**src/rtl/calc_display_driver_if.sv**
```systemverilog
// rtl/calc_display_driver_if.sv - value/format command and segment/anode drive bundle for the display driver
interface calc_display_driver_if;
    logic [15:0] value;
    logic        load;
    logic        format;
    logic [6:0]  segments;
    logic [7:0]  anodes;
    logic        busy;

    modport master (
        output value, load, format,
        input  segments, anodes, busy
    );

    modport slave (
        input  value, load, format,
        output segments, anodes, busy
    );
endinterface

```
**src/rtl/calc_display_driver.sv**
```systemverilog
// rtl/calc_display_driver.sv - 8-digit multiplexed 7-segment driver with hex or double-dabble decimal display
module calc_display_driver #(
    parameter int COUNT_MAX = 100000
) (
    input  logic                  clk,
    input  logic                  reset,
    calc_display_driver_if.slave  io
);

    localparam int CW = (COUNT_MAX > 1) ? $clog2(COUNT_MAX) : 1;

    typedef enum logic {
        S_IDLE,
        S_CONV
    } conv_state_t;

    conv_state_t    state_q, state_d;
    logic [15:0]    value_q, value_d;
    logic [35:0]    shift_q, shift_d;
    logic [4:0]     iter_q, iter_d;
    logic [19:0]    bcd_q, bcd_d;
    logic [CW-1:0]  refresh_q;
    logic [2:0]     idx_q;
    logic [6:0]     seg_q, seg_d;
    logic [7:0]     an_q, an_d;

    // One double-dabble iteration: correct each BCD nibble, then shift in the next binary bit.
    function automatic logic [35:0] dabble_step(input logic [35:0] s);
        logic [35:0] t;
        t = s;
        for (int i = 0; i < 5; i++) begin
            if (t[16 + 4*i +: 4] >= 4'd5) begin
                t[16 + 4*i +: 4] = t[16 + 4*i +: 4] + 4'd3;
            end
        end
        return {t[34:0], 1'b0};
    endfunction

    function automatic logic [6:0] hex_glyph(input logic [3:0] n);
        case (n)
            4'h0: return 7'b1000000;
            4'h1: return 7'b1111001;
            4'h2: return 7'b0100100;
            4'h3: return 7'b0110000;
            4'h4: return 7'b0011001;
            4'h5: return 7'b0010010;
            4'h6: return 7'b0000010;
            4'h7: return 7'b1111000;
            4'h8: return 7'b0000000;
            4'h9: return 7'b0010000;
            4'hA: return 7'b0001000;
            4'hB: return 7'b0000011;
            4'hC: return 7'b1000110;
            4'hD: return 7'b0100001;
            4'hE: return 7'b0000110;
            default: return 7'b0001110;
        endcase
    endfunction

    always_ff @(posedge clk) begin
        if (reset) begin
            state_q <= S_IDLE;
            value_q <= 16'd0;
            shift_q <= 36'd0;
            iter_q  <= 5'd0;
            bcd_q   <= 20'd0;
        end else begin
            state_q <= state_d;
            value_q <= value_d;
            shift_q <= shift_d;
            iter_q  <= iter_d;
            bcd_q   <= bcd_d;
        end
    end

    // A load always wins, so a load mid-conversion restarts from the new value.
    always_comb begin
        state_d = state_q;
        value_d = value_q;
        shift_d = shift_q;
        iter_d  = iter_q;
        bcd_d   = bcd_q;
        if (io.load) begin
            state_d = S_CONV;
            value_d = io.value;
            shift_d = {20'd0, io.value};
            iter_d  = 5'd16;
        end else if (state_q == S_CONV) begin
            shift_d = dabble_step(shift_q);
            iter_d  = iter_q - 5'd1;
            if (iter_q == 5'd1) begin
                bcd_d   = shift_d[35:16];
                state_d = S_IDLE;
            end
        end
    end

    always_ff @(posedge clk) begin
        if (reset) begin
            refresh_q <= '0;
            idx_q     <= 3'd0;
        end else if (refresh_q == CW'(COUNT_MAX - 1)) begin
            refresh_q <= '0;
            idx_q     <= idx_q + 3'd1;
        end else begin
            refresh_q <= refresh_q + CW'(1);
        end
    end

    logic [19:0] bcd_upper;
    logic [3:0]  nib;
    logic [6:0]  glyph;
    logic        blank;

    always_comb begin
        bcd_upper = bcd_q >> {idx_q, 2'b00};
        nib       = 4'd0;
        glyph     = 7'b1111111;
        blank     = 1'b1;
        if (idx_q == 3'd7) begin
            glyph = io.format ? 7'b0100001 : 7'b0001001;
            blank = 1'b0;
        end else if (!io.format) begin
            if (idx_q <= 3'd3) begin
                nib   = value_q[{idx_q[1:0], 2'b00} +: 4];
                glyph = hex_glyph(nib);
                blank = 1'b0;
            end
        end else if (idx_q <= 3'd4) begin
            nib   = bcd_upper[3:0];
            glyph = hex_glyph(nib);
            // Leading-zero suppression: blank when this digit and all above it are zero.
            blank = (idx_q != 3'd0) && (bcd_upper == 20'd0);
        end

        seg_d = 7'b1111111;
        an_d  = 8'hFF;
        if (!blank) begin
            seg_d = glyph;
            an_d  = ~(8'd1 << idx_q);
        end
    end

    always_ff @(posedge clk) begin
        if (reset) begin
            seg_q <= 7'b1111111;
            an_q  <= 8'hFF;
        end else begin
            seg_q <= seg_d;
            an_q  <= an_d;
        end
    end

    assign io.segments = seg_q;
    assign io.anodes   = an_q;
    assign io.busy     = (state_q == S_CONV);

endmodule

```
**src/flat_wrapper.sv**
```systemverilog
// flat-port wrapper written by rule: the top's interface ports become plain ports
module calc_display_driver_flat 
#(
    parameter int COUNT_MAX = 100000
)
  (clk, reset, io_value, io_load, io_format, io_segments, io_anodes, io_busy);
  calc_display_driver_if io_i ();
  input  logic clk;
  input  logic reset;
  input wire logic [$bits(io_i.value)-1:0] io_value;
  input wire logic [$bits(io_i.load)-1:0] io_load;
  input wire logic [$bits(io_i.format)-1:0] io_format;
  output wire logic [$bits(io_i.segments)-1:0] io_segments;
  output wire logic [$bits(io_i.anodes)-1:0] io_anodes;
  output wire logic [$bits(io_i.busy)-1:0] io_busy;
  assign io_i.value = io_value;
  assign io_i.load = io_load;
  assign io_i.format = io_format;
  assign io_segments = io_i.segments;
  assign io_anodes = io_i.anodes;
  assign io_busy = io_i.busy;
  calc_display_driver #(.COUNT_MAX(COUNT_MAX)) u_core (.clk(clk), .reset(reset), .io(io_i));
endmodule
```
**config.mk**
```make
export PLATFORM = sky130hd
export DESIGN_NAME = calc_display_driver_flat
export DESIGN_NICKNAME = d
export VERILOG_FILES = /design/src/rtl/calc_display_driver_if.sv /design/src/rtl/calc_display_driver.sv /design/src/flat_wrapper.sv
export SDC_FILE = /design/constraint.sdc
export NUM_CORES = 1
export LEC_CHECK = 0
export ABC_AREA = 0
export CORE_ASPECT_RATIO = 1.75
export CORE_UTILIZATION = 45
export CTS_BUF_LIST = sky130_fd_sc_hd__clkbuf_16
export CTS_CLUSTER_DIAMETER = 100
export DETAILED_ROUTE_END_ITERATION = 10
export REMOVE_ABC_BUFFERS = 1
export SLEW_MARGIN = 5
export SYNTH_ARGS = -nofsm -noshare
export SYNTH_HDL_FRONTEND = slang
export SYNTH_SLANG_ARGS = --single-unit
```
**constraint.sdc**
```tcl
create_clock -name clk -period 2.9 [get_ports clk]
set_input_delay 0.58 -clock clk [delete_from_list [all_inputs] [get_ports clk]]
set_output_delay 0.58 -clock clk [all_outputs]
set_load 0.1 [all_outputs]
```
==> flow_summary_export.csv <==
group,metric,value,unit
sta,fin_crit_sh,87.3,%
clock_tree,numCtsBuffers,17,
synthesis,synthCells,668,
power_and_ir_drop,cellPowerDensity,625,mW/mm2
sta,setup_viol,0,
synthesis,synth.area.top_cells,"dfxtp_1 (39%), mux2i_1 (10%), nor2_1 (7.7%)",
floorplanning,io_pins,36,
sta,drv_slew,0,
cells_and_area,multi_input_area,0.00326,mm2
sta,fin_crit,2.53,ns
clock_tree,ctsResizeCount,0,
setup_path,crit_type,"register to register",
setup_path,slowest_delay,0.41,ns
cells_and_area,fin_util,54.7,%
placement,dp_cells,844,
detailed_routing,num_vias,4648,
clock_tree,clockBufferDepth,2,
synthesis,ys_seq_area_share,38.9,%
placement,io_buffers,35,
clock_tree,root_buffer,"clkbuf_16",
setup_path,r2r_slack,0.37,ns
setup_path,rr_endpoint,"u_core.io.anodes[1]$_SDFF_PP1_",
cells_and_area,area_growth,18.2,%
sta,finClkSkew,0.00789,ns
setup_path,path_depth,11,
cells_and_area,drive_gt1_share,11.9,%
detailed_routing,drt_first_pass_iters,4,
synthesis,synth_cell_type_count,63,
clock_tree,cts.sinks,113,
setup_path,startpoint,"u_core.idx_q[0]$_SDFFE_PP0P_",
detailed_routing,drt_iter0_drc,149,
setup_path,cp_slowest_cell,"dfxtp_1",
setup_path,worstSetupEndpointType,"register",
setup_path,cp_cell_sequence,"buf_4 -> or2_2 -> o22ai_1 -> a31o_2 -> inv_1 -> ha_1 -> o311a_1 -> o211ai_1 -> nand2b_1 -> a211oi_1 -> nand2_1",
detailed_routing,avgRoutedWirePerCell,14.6,um
power_and_ir_drop,p_int,3.27,mW
setup_path,crit_fanout,8,
run_status,status,"finished, final reports clean",
min_path,hp-class,"register to register",
power_and_ir_drop,p_leak,2.63,nW
power_and_ir_drop,pwr-share-seq,38.0,%
floorplanning,std_cell_rows,54,
synthesis,netlist_area,0.00582,mm2
detailed_routing,viasPerCell,5.31,
cells_and_area,layout_common_cells,"nor2_1 (119), dfxtp_1 (112), mux2i_1 (61)",
setup_path,endpoint,"u_core.io.anodes[1]$_SDFF_PP1_",
power_and_ir_drop,ir_drop,513,uV
clock_tree,worstSkewPairLatency,0.41,ns
power_and_ir_drop,power.share.clock,53.6,%
synthesis,synth_edf_count,0,
cells_and_area,insertedDiodeCount,0,
setup_path,required,3.19,ns
detailed_routing,drc,0,
synthesis,ys_ff_latch,113,
synthesis,synth-async-reset-ratio,0,%
power_and_ir_drop,comb_power_share,8.4,%
sta,max_freq,395,MHz
cells_and_area,seqCellArea,0.00226,mm2
clock_tree,cts_setup_buffers,0,
placement,gp_congestion,0.845,
cells_and_area,final-instance-count-excl-fill,876,
sta,worst_pin_slew,0.717,ns
synthesis,yosysTopAreaCellShare,38.9,%
setup_path,start_kind,"register",
floorplanning,core_area,0.0126,mm2
synthesis,yosysTopAreaCell,"dfxtp_1",
clock_tree,ctsHoldBuffers,0,
grt,grt_pass1_vias,4544,
clock_tree,cts_tree,"built",
grt,grt_overflow_total,0,
cells_and_area,fillCellCount,1208,
placement,preCtsSetupSlack,0.377,ns
floorplanning,die_y,152,um
power_and_ir_drop,switching_share,23.8,%
floorplanning,start_util,46.3,%
placement,dp_hpwl,9.42,mm
power_and_ir_drop,p_switching,1.02,mW
sta,relSlewSlack,51.7,%
synthesis,synth_flop_cell,"dfxtp_1",
clock_tree,cts_htree_levels,4,
sta,grt_setup_unrepaired,"no",
grt,track_usage,20.4,%
sta,final_hold_viol_count,0,
sta,fin_ws,0.370,ns
clock_tree,clkTransAtPathRegs,0.06,ns
synthesis,avgSynthCellArea,8.71,um2
setup_path,r2r_cells,11,
floorplanning,die_x,88.0,um
placement,place_area,0.00622,mm2
synthesis,yosys_warnings,0,
grt,grt_max_degree,36,
cells_and_area,fin_nets,745,
sta,hold_slack,0.466,ns
setup_path,r2r-start,"u_core.idx_q[0]$_SDFFE_PP0P_",
run,maxCapViolCount,0,
grt,antenna_found_initial,0,
cells_and_area,final_area,0.00688,mm2
detailed_routing,wirelength,12.8,mm
setup_path,path_delay_family,"compound AO/OA/AOI/OAI gates",
setup_path,critPathBufInv,2,
floorplanning,die-area,0.0134,mm2
grt,grt_first_pass_wirelength,21.3,mm
cells_and_area,final_common_cell,"nor2_1",
detailed_routing,drt.antenna.violating_nets,0,
setup_path,crit_arrival,2.82,ns
per-layer routing:
| metal | vias up | global-route usage, % | share of wire, % |
|---|---|---|---|
| li1 | 2371 | - | - |
| met1 | 2177 | 22.1 | 40 |
| met2 | 69 | 36.0 | 54 |
| met3 | 31 | 4.39 | 2.6 |
| met4 | 0 | 10.5 | 3.2 |
| met5 | - | 0 | 0 |
per-stage QoR:
stage / TNS, ns / total power, mW
6_report: 0 / 4.30
5_1_grt: 0 / 4.45
4_1_cts: 0 / 4.34
3_5_place_dp: 0 / 2.03
3_3_place_gp: 0 / 2.02
2_1_floorplan: -25.95 / 1.91
power groups by stage:
stage	Clock [mW]	Combinational, mW	Sequential (mW)
global route	2.42	0.392	1.64
global placement	0	0.355	1.67
detailed placement	0	0.361	1.67
floorplan	0	0.171	1.74
CTS	2.34	0.363	1.64
finish	2.30	0.359	1.63
worst register-to-register path, cell delays in order (launching register included):
cell and delay [ns]:
dfxtp_1 0.41, buf_4 0.22, or2_2 0.32, o22ai_1 0.13, a31o_2 0.18, inv_1 0.09, ha_1 0.26, o311a_1 0.14
o211ai_1 0.15, nand2b_1 0.09, a211oi_1 0.34, nand2_1 0.09
cell type report:
type,instances,share of cell area (%)
Clock buffer,17,6.19
Clock inverter,15,3.37
Inverter,26,1.42
Multi-Input combinational cell,491,47.5
Sequential cell,113,32.9
Tap cell,168,3.06
Timing Repair Buffer,46,5.57
cell usage after synthesis, drive strengths merged (2+ instances only):
master,instances
clkbuf,23
o211ai,3
xnor2,16
nand2,61
o21ai,15
and3,3
a21oi,54
inv,26
o31ai,6
nor4,6
nor3b,5
dfxtp,113
a211oi,12
o22ai,4
ha,30
or4b,2
nand4,2
and2,2
or4,3
a31oi,3
nor3,4
a2111oi,2
mux2,2
a311oi,8
buf,15
mux4,4
nor2b,3
or2,6
mux2i,61
nand2b,12
nor2,119
a221oi,3
a31o,2
nand3,14
xor2,9
or3,2
logic make-up after synthesis:
| family | share of synthesized area, % |
|---|---|
| adder cells (fa/ha/maj) | 6.45 |
| AO/OA/AOI/OAI | 13.6 |
| AND/OR/NAND/NOR | 19.5 |
| multiplexers | 12.6 |
| flip-flops | 38.9 |
| XOR/XNOR | 3.76 |
| buffers and inverters | 5.10 |
state kept, by name, indices dropped and copies added (netlist names):
signal and flops:
u_core.shift_q 36, u_core.bcd_q 20, u_core.refresh_q 17, u_core.value_q 16, u_core.io.anodes 8, u_core.io.segments 7, u_core.iter_q 5, u_core.idx_q 3
u_core.io.busy 1
how the worst min path moves through the flow:
stage	start	to	slack, ns	depth (start not counted)
floorplan	u_core.bcd_q[0]$_SDFFE_PP0P_	u_core.bcd_q[0]$_SDFFE_PP0P_	0.43	2
global placement	u_core.shift_q[0]$_SDFFE_PP0P_	u_core.shift_q[0]$_SDFFE_PP0P_	0.45	2
detailed placement	u_core.shift_q[0]$_SDFFE_PP0P_	u_core.shift_q[0]$_SDFFE_PP0P_	0.46	2
CTS	u_core.shift_q[0]$_SDFFE_PP0P_	u_core.shift_q[0]$_SDFFE_PP0P_	0.47	2
global route	u_core.shift_q[0]$_SDFFE_PP0P_	u_core.shift_q[0]$_SDFFE_PP0P_	0.49	2
finish	u_core.shift_q[0]$_SDFFE_PP0P_	u_core.shift_q[0]$_SDFFE_PP0P_	0.47	2
Power figures use the tool's default switching activity.
